===== src/rtl/dec_counter_ctrl_pkg.sv =====
// Shared types and constants for the decade counter run-control block.
// State codes, direction encoding and the default terminal digit.
package dec_ctrl_pkg;

    typedef enum logic [1:0] {
        IDLE  = 2'b00,
        RUN   = 2'b01,
        PAUSE = 2'b10,
        DONE  = 2'b11
    } state_t;

    localparam int   DIGIT_MAX_DEF = 9;
    localparam logic UP            = 1'b1;
    localparam logic DOWN          = 1'b0;

endpackage


===== src/rtl/dec_counter_ctrl_if.sv =====
// Request/strobe bundle between the debounced user inputs,
// the run-control sequencer and the decade counter datapath.
interface dec_counter_ctrl_if;

    logic       start;
    logic       stop;
    logic       clr;
    logic       dir;
    logic [3:0] dec;
    logic       dis;
    logic       cnt_en;
    logic       cnt_up;
    logic       cnt_clr;
    logic [1:0] state;
    logic       done;

    modport master (
        input  start, stop, clr, dir, dec,
        output dis, cnt_en, cnt_up, cnt_clr, state, done
    );

    modport slave (
        output start, stop, clr, dir, dec,
        input  dis, cnt_en, cnt_up, cnt_clr, state, done
    );

endinterface


===== src/rtl/dec_counter_ctrl_tick_prescaler.sv =====
// Count-rate prescaler: tick on the last of every PRESCALE run cycles.
// Holds its count while run is low so a paused sequence resumes mid-period.
module tick_prescaler #(
    parameter int PRESCALE = 10
) (
    input  logic clk,
    input  logic reset,
    input  logic run,
    input  logic clear,
    output logic tick
);

    localparam int            W    = $clog2(PRESCALE);
    localparam logic [W-1:0]  LAST = W'(PRESCALE - 1);

    logic [W-1:0] cnt;

    assign tick = run && (cnt == LAST);

    always_ff @(posedge clk) begin
        if (!reset) begin
            cnt <= '0;
        end else if (clear) begin
            cnt <= '0;
        end else if (run) begin
            cnt <= tick ? '0 : cnt + W'(1);
        end
    end

endmodule


===== src/rtl/dec_counter_ctrl.sv =====
// Run-control sequencer for the 4-bit decade counter.
// Define DEC_CTRL_AUTO_WRAP_EN to keep counting through the terminal digit.
module dec_counter_ctrl
    import dec_ctrl_pkg::*;
#(
    parameter int PRESCALE  = 10,
    parameter int DIGIT_MAX = DIGIT_MAX_DEF
) (
    input logic              clk,
    input logic              reset,
    dec_counter_ctrl_if.master bus
);

`ifdef DEC_CTRL_AUTO_WRAP_EN
    localparam bit AUTO_WRAP = 1'b1;
`else
    localparam bit AUTO_WRAP = 1'b0;
`endif

    state_t state_q, state_n;
    logic   dis_q, en_q, up_q, clr_q, done_q, clr_prev;
    logic   en_n, up_n, clr_n;
    logic   run, clear, tick, terminal;

    assign run   = (state_q == RUN) && !bus.clr && !bus.stop;
    assign clear = bus.clr || ((state_q == IDLE) && bus.start);

    tick_prescaler #(
        .PRESCALE (PRESCALE)
    ) u_presc (
        .clk   (clk),
        .reset (reset),
        .run   (run),
        .clear (clear),
        .tick  (tick)
    );

    // dec above DIGIT_MAX is simply not terminal; the datapath wraps itself
    assign terminal = up_q ? (bus.dec == 4'(DIGIT_MAX))
                           : (bus.dec == 4'd0);

    always_comb begin
        state_n = state_q;
        en_n    = 1'b0;
        up_n    = up_q;
        clr_n   = bus.clr && !clr_prev;
        if ((state_q == IDLE) || (state_q == PAUSE)) begin
            up_n = bus.dir;
        end
        if (bus.clr) begin
            state_n = IDLE;
        end else begin
            unique case (state_q)
                IDLE: begin
                    if (bus.start) state_n = RUN;
                end
                RUN: begin
                    if (bus.stop) begin
                        state_n = PAUSE;
                    end else if (tick) begin
                        if (terminal && !AUTO_WRAP) state_n = DONE;
                        else                        en_n    = 1'b1;
                    end
                end
                PAUSE: begin
                    if (bus.start && !bus.stop) state_n = RUN;
                end
                DONE: ;
                default: state_n = IDLE;
            endcase
        end
    end

    always_ff @(posedge clk) begin
        if (!reset) begin
            state_q  <= IDLE;
            dis_q    <= 1'b1;
            en_q     <= 1'b0;
            up_q     <= UP;
            clr_q    <= 1'b0;
            done_q   <= 1'b0;
            clr_prev <= 1'b0;
        end else begin
            state_q  <= state_n;
            dis_q    <= (state_n != RUN);
            en_q     <= en_n;
            up_q     <= up_n;
            clr_q    <= clr_n;
            done_q   <= (state_n == DONE);
            clr_prev <= bus.clr;
        end
    end

    assign bus.state   = state_q;
    assign bus.dis     = dis_q;
    assign bus.cnt_en  = en_q;
    assign bus.cnt_up  = up_q;
    assign bus.cnt_clr = clr_q;
    assign bus.done    = done_q;

endmodule

===== src/flat_wrapper.sv =====
// flat-port wrapper written by rule: the top's interface ports become plain ports
module dec_counter_ctrl_flat import dec_ctrl_pkg::*;
#(
    parameter int PRESCALE  = 10,
    parameter int DIGIT_MAX = DIGIT_MAX_DEF
)
  (clk, reset, bus_start, bus_stop, bus_clr, bus_dir, bus_dec, bus_dis, bus_cnt_en, bus_cnt_up, bus_cnt_clr, bus_state, bus_done);
  dec_counter_ctrl_if bus_i ();
  input logic clk;
  input logic reset;
  input wire logic [$bits(bus_i.start)-1:0] bus_start;
  input wire logic [$bits(bus_i.stop)-1:0] bus_stop;
  input wire logic [$bits(bus_i.clr)-1:0] bus_clr;
  input wire logic [$bits(bus_i.dir)-1:0] bus_dir;
  input wire logic [$bits(bus_i.dec)-1:0] bus_dec;
  output wire logic [$bits(bus_i.dis)-1:0] bus_dis;
  output wire logic [$bits(bus_i.cnt_en)-1:0] bus_cnt_en;
  output wire logic [$bits(bus_i.cnt_up)-1:0] bus_cnt_up;
  output wire logic [$bits(bus_i.cnt_clr)-1:0] bus_cnt_clr;
  output wire logic [$bits(bus_i.state)-1:0] bus_state;
  output wire logic [$bits(bus_i.done)-1:0] bus_done;
  assign bus_i.start = bus_start;
  assign bus_i.stop = bus_stop;
  assign bus_i.clr = bus_clr;
  assign bus_i.dir = bus_dir;
  assign bus_i.dec = bus_dec;
  assign bus_dis = bus_i.dis;
  assign bus_cnt_en = bus_i.cnt_en;
  assign bus_cnt_up = bus_i.cnt_up;
  assign bus_cnt_clr = bus_i.cnt_clr;
  assign bus_state = bus_i.state;
  assign bus_done = bus_i.done;
  dec_counter_ctrl #(.PRESCALE(PRESCALE), .DIGIT_MAX(DIGIT_MAX)) u_core (.clk(clk), .reset(reset), .bus(bus_i));
endmodule

===== config.mk =====
export PLATFORM = sky130hd
export DESIGN_NAME = dec_counter_ctrl_flat
export DESIGN_NICKNAME = d
export VERILOG_FILES = /design/src/rtl/dec_counter_ctrl_pkg.sv /design/src/rtl/dec_counter_ctrl_if.sv /design/src/rtl/dec_counter_ctrl_tick_prescaler.sv /design/src/rtl/dec_counter_ctrl.sv /design/src/flat_wrapper.sv
export SDC_FILE = /design/constraint.sdc
export NUM_CORES = 1
export LEC_CHECK = 0
export CAP_MARGIN = 20
export CORE_AREA = 8 8 45 47
export CTS_CLUSTER_SIZE = 12
export DETAILED_ROUTE_END_ITERATION = 10
export DIE_AREA = 0 0 53 55
export GPL_ROUTABILITY_DRIVEN = 0
export GPL_TIMING_DRIVEN = 0
export PLACE_DENSITY = 0.72
export SYNTH_ARGS = -nofsm -noshare
export SYNTH_HDL_FRONTEND = slang
export SYNTH_HIERARCHICAL = 1
export SYNTH_SLANG_ARGS = --single-unit

===== constraint.sdc =====
create_clock -name clk -period 2.1 [get_ports clk]
set_clock_uncertainty 0.05 [all_clocks]
set_input_delay 0.525 -clock clk [delete_from_list [all_inputs] [get_ports clk]]
set_output_delay 0.525 -clock clk [all_outputs]
set_load 0.005 [all_outputs]

==> results.json <==
{
  "io_pins": 17,
  "grt_setup_unrepaired": "false",
  "status": "finished clean",
  "synth-warning-count": 6,
  "peakVddDrop_mv": 0.359,
  "globalRouteOverflowTotal": 0,
  "finalMaxSlewViolations": 0,
  "synth.largest_area_cell": "sky130_fd_sc_hd__dfxtp_1",
  "net-switching-power_mw": 0.0927,
  "cts_num_sinks": 12,
  "tritoncts_clock_tree": "done",
  "post-synth-top-count-cell": "sky130_fd_sc_hd__dfxtp_1",
  "worst_setup_path_start_kind": "input port",
  "ys_top_cells_by_area": "sky130_fd_sc_hd__dfxtp_1, sky130_fd_sc_hd__ha_1, sky130_fd_sc_hd__nand2b_1, sky130_fd_sc_hd__nand3b_1, sky130_fd_sc_hd__xor2_1",
  "insertedDiodeCount": 0,
  "core_area_sq_um": 1380,
  "fin_total_pwr_mw": 0.426,
  "timing.final.ws_setup_ns": 0.184,
  "number_of_vias_per_cell": 5.20,
  "postRouteAntennaNets": 0,
  "synth.ff_latch_count": 12,
  "report.final.setup_viol": 0,
  "synth_edf_count": 0,
  "first_iter_violations": 24,
  "synth.yosys.seq_area_share_pct": 43.3,
  "fp-row-count": 14,
  "grt_antenna_before_repair": 0,
  "data_required_time_of_the_critical_path_ns": 2.24,
  "post_synth_inst_count": 58,
  "hold_class": "reg -> reg",
  "grt.total_usage_pct": 9.43,
  "place_area_sq_um": 734,
  "clk_root_buffer_cell": "sky130_fd_sc_hd__clkbuf_4",
  "period_needed_ns": 1.92,
  "place_worst_setup_slack_ns": -0.463,
  "worst_slew_margin_rel_pct": 80.9,
  "port_buffers": 16,
  "route.detailed.drc": 0,
  "hold_violations": 0,
  "floorplan.initialDensity_pct": 40.1,
  "setup_total_negative_slack_ns": 0,
  "layout.cells.non_filler": 94,
  "layout_cells_sized_above_1_pct": 12.8,
  "power_frac_seq_pct": 55.8,
  "synth_cell_types": 29,
  "intPower_mw": 0.334,
  "p_leak_nw": 0.291,
  "htreeDepth": 1,
  "worst_slew_pin_slew_ns": 0.286,
  "power.density_nw_per_um2": 550,
  "post-dp-hpwl_um": 866,
  "cts_buffers": 3,
  "switching_part_of_the_total_power_pct": 21.7,
  "grt_pass1_wl_um": 1960,
  "crit_path_arrival_time_ns": 2.05,
  "die-width_um": 53,
  "synthFlopType": "sky130_fd_sc_hd__dfxtp_1",
  "wire_per_inst_um": 12.2,
  "clkSlewWorstSetupHoldPaths_ns": 0.07,
  "finalInstanceArea_sq_um": 776,
  "finish.net_count": 92,
  "die_area_sq_um": 2920,
  "maximum_clock_frequency_ghz": 0.522,
  "first_pass_drt_iterations": 4,
  "grt_start_max_net_pins": 9,
  "synth_fp_nets": 70,
  "clock_latency_ns": 0.26,
  "postRouteWirelength_um": 1150,
  "route.vias.total": 489,
  "first_global_vias": 456,
  "category_of_the_most_critical_setup_path": "in -> reg",
  "worstPathMaxFanout": 5,
  "dp_cells": 90,
  "syn_area_sq_um": 554,
  "cts-hold-fix-buffers": 0,
  "clock_power_share_pct": 31.6,
  "synth_async_sr_flop_share_pct": 0,
  "worst_setup_path_end_kind": "flop",
  "timing.final.crit_share_pct": 91.3,
  "combinationalPowerShare_pct": 12.6,
  "die_height_um": 55,
  "synth.top_cell.area_share_pct": 43.3,
  "synth_commonest_cells": "sky130_fd_sc_hd__dfxtp_1, sky130_fd_sc_hd__nand2_1, sky130_fd_sc_hd__nand2b_1, sky130_fd_sc_hd__nor2_1",
  "clock_tree_buf_depth": 2,
  "cap_violations": 0,
  "synthesis.area_per_instance_sq_um": 9.56,
  "areaGrowthSynthToFinish_pct": 40.0
}
[final timing paths]
| path | from | endpoint | slack, ns | cells past startpoint |
|---|---|---|---|---|
| setup / recovery | bus_stop | u_core/bus.done$_SDFF_PN0_ | 0.18 | 6 |
| hold reg to reg | u_core/clr_prev$_SDFF_PN0_ | u_core/bus.cnt_clr$_SDFF_PN0_ | 0.35 | 1 |
| setup reg to reg | u_core/bus.state[0]$_SDFF_PN0_ | u_core/bus.done$_SDFF_PN0_ | 0.47 | 5 |
| hold / removal | u_core/clr_prev$_SDFF_PN0_ | u_core/bus.cnt_clr$_SDFF_PN0_ | 0.35 | 1 |
[critical path, cell delays in order]
cell and delay [ns]:
sky130_fd_sc_hd__clkdlybuf4s50_1 0.51, sky130_fd_sc_hd__nor4b_4 0.31, sky130_fd_sc_hd__nand4b_1 0.22, sky130_fd_sc_hd__inv_1 0.11
sky130_fd_sc_hd__o211ai_1 0.14, sky130_fd_sc_hd__a211oi_1 0.24
[routing by layer]
layer  global-route usage [%]  wire length [um]
met4                     7.76                27
met1                     9.66               517
met5                        0                 0
met2                     15.0               544
met3                     3.74                56
[cell families (layout without fill, tap and decap cells)]
group           after synthesis  count (layout)  share of synthesized area [%]
simple gates                 27              27                           31.4
flops                        12              12                           43.3
compound gates               11              11                           13.8
buf+inv                       3              23                           2.03
fa+ha+maj                     2               2                           4.51
xor+xnor                      2               2                           3.16
mux                           1               1                           1.81
[sequential cells by signal, summed over array words and instances, names as in the netlist]
| signal | flops |
|---|---|
| u_core/bus.cnt_up | 1 |
| u_core/bus.cnt_en | 1 |
| u_core/clr_prev | 1 |
| u_core/bus.dis | 1 |
| u_core/u_presc/cnt | 4 |
| u_core/bus.cnt_clr | 1 |
| u_core/bus.state | 2 |
| u_core/bus.done | 1 |
[power groups by stage]
stage / clock network [mW] / logic (mW) / registers, mW
floorplan: 0 / 0.0193 / 0.243
global placement: 0 / 0.0516 / 0.243
detailed placement: 0 / 0.0521 / 0.243
CTS: 0.143 / 0.0544 / 0.238
global route: 0.158 / 0.0587 / 0.239
finish: 0.135 / 0.0537 / 0.238
[through the flow]
step,hold WS [ns],utilization [%]
floorplan,0.317,-
CTS,0.350,55.9
detailed placement,0.335,53.1
global placement,0.323,53.1
finish,0.348,56.1
global route,0.368,56.1
[final cells by class]
type | count | area [sq um]
repair buffers | 17 | 170
multi-input cells | 43 | 312
inverters | 3 | 11.3
clock buffers | 3 | 22.5
well taps | 16 | 20.0
flip-flops and latches | 12 | 240
fillers | 142 | 608
[placed cells by master, fill, tap and decap left out, types with 3 or more instances in the layout]
cell / n
sky130_fd_sc_hd__a21oi_1: 3
sky130_fd_sc_hd__clkbuf_4: 3
sky130_fd_sc_hd__clkdlybuf4s50_1: 15
sky130_fd_sc_hd__dfxtp_1: 12
sky130_fd_sc_hd__nand2_1: 4
sky130_fd_sc_hd__nand2b_1: 4
sky130_fd_sc_hd__nand3b_1: 3
sky130_fd_sc_hd__nor2_1: 4
[timing repair]
action | 4_1_cts | 5_1_grt
pin swaps | 1 | 1
gates cloned | 0 | 0
resized for setup | 1 | 1
setup buffers | 1 | 0
setup endpoints to repair | 3 | 1
Note: power is estimated with default switching activity, not from simulation.
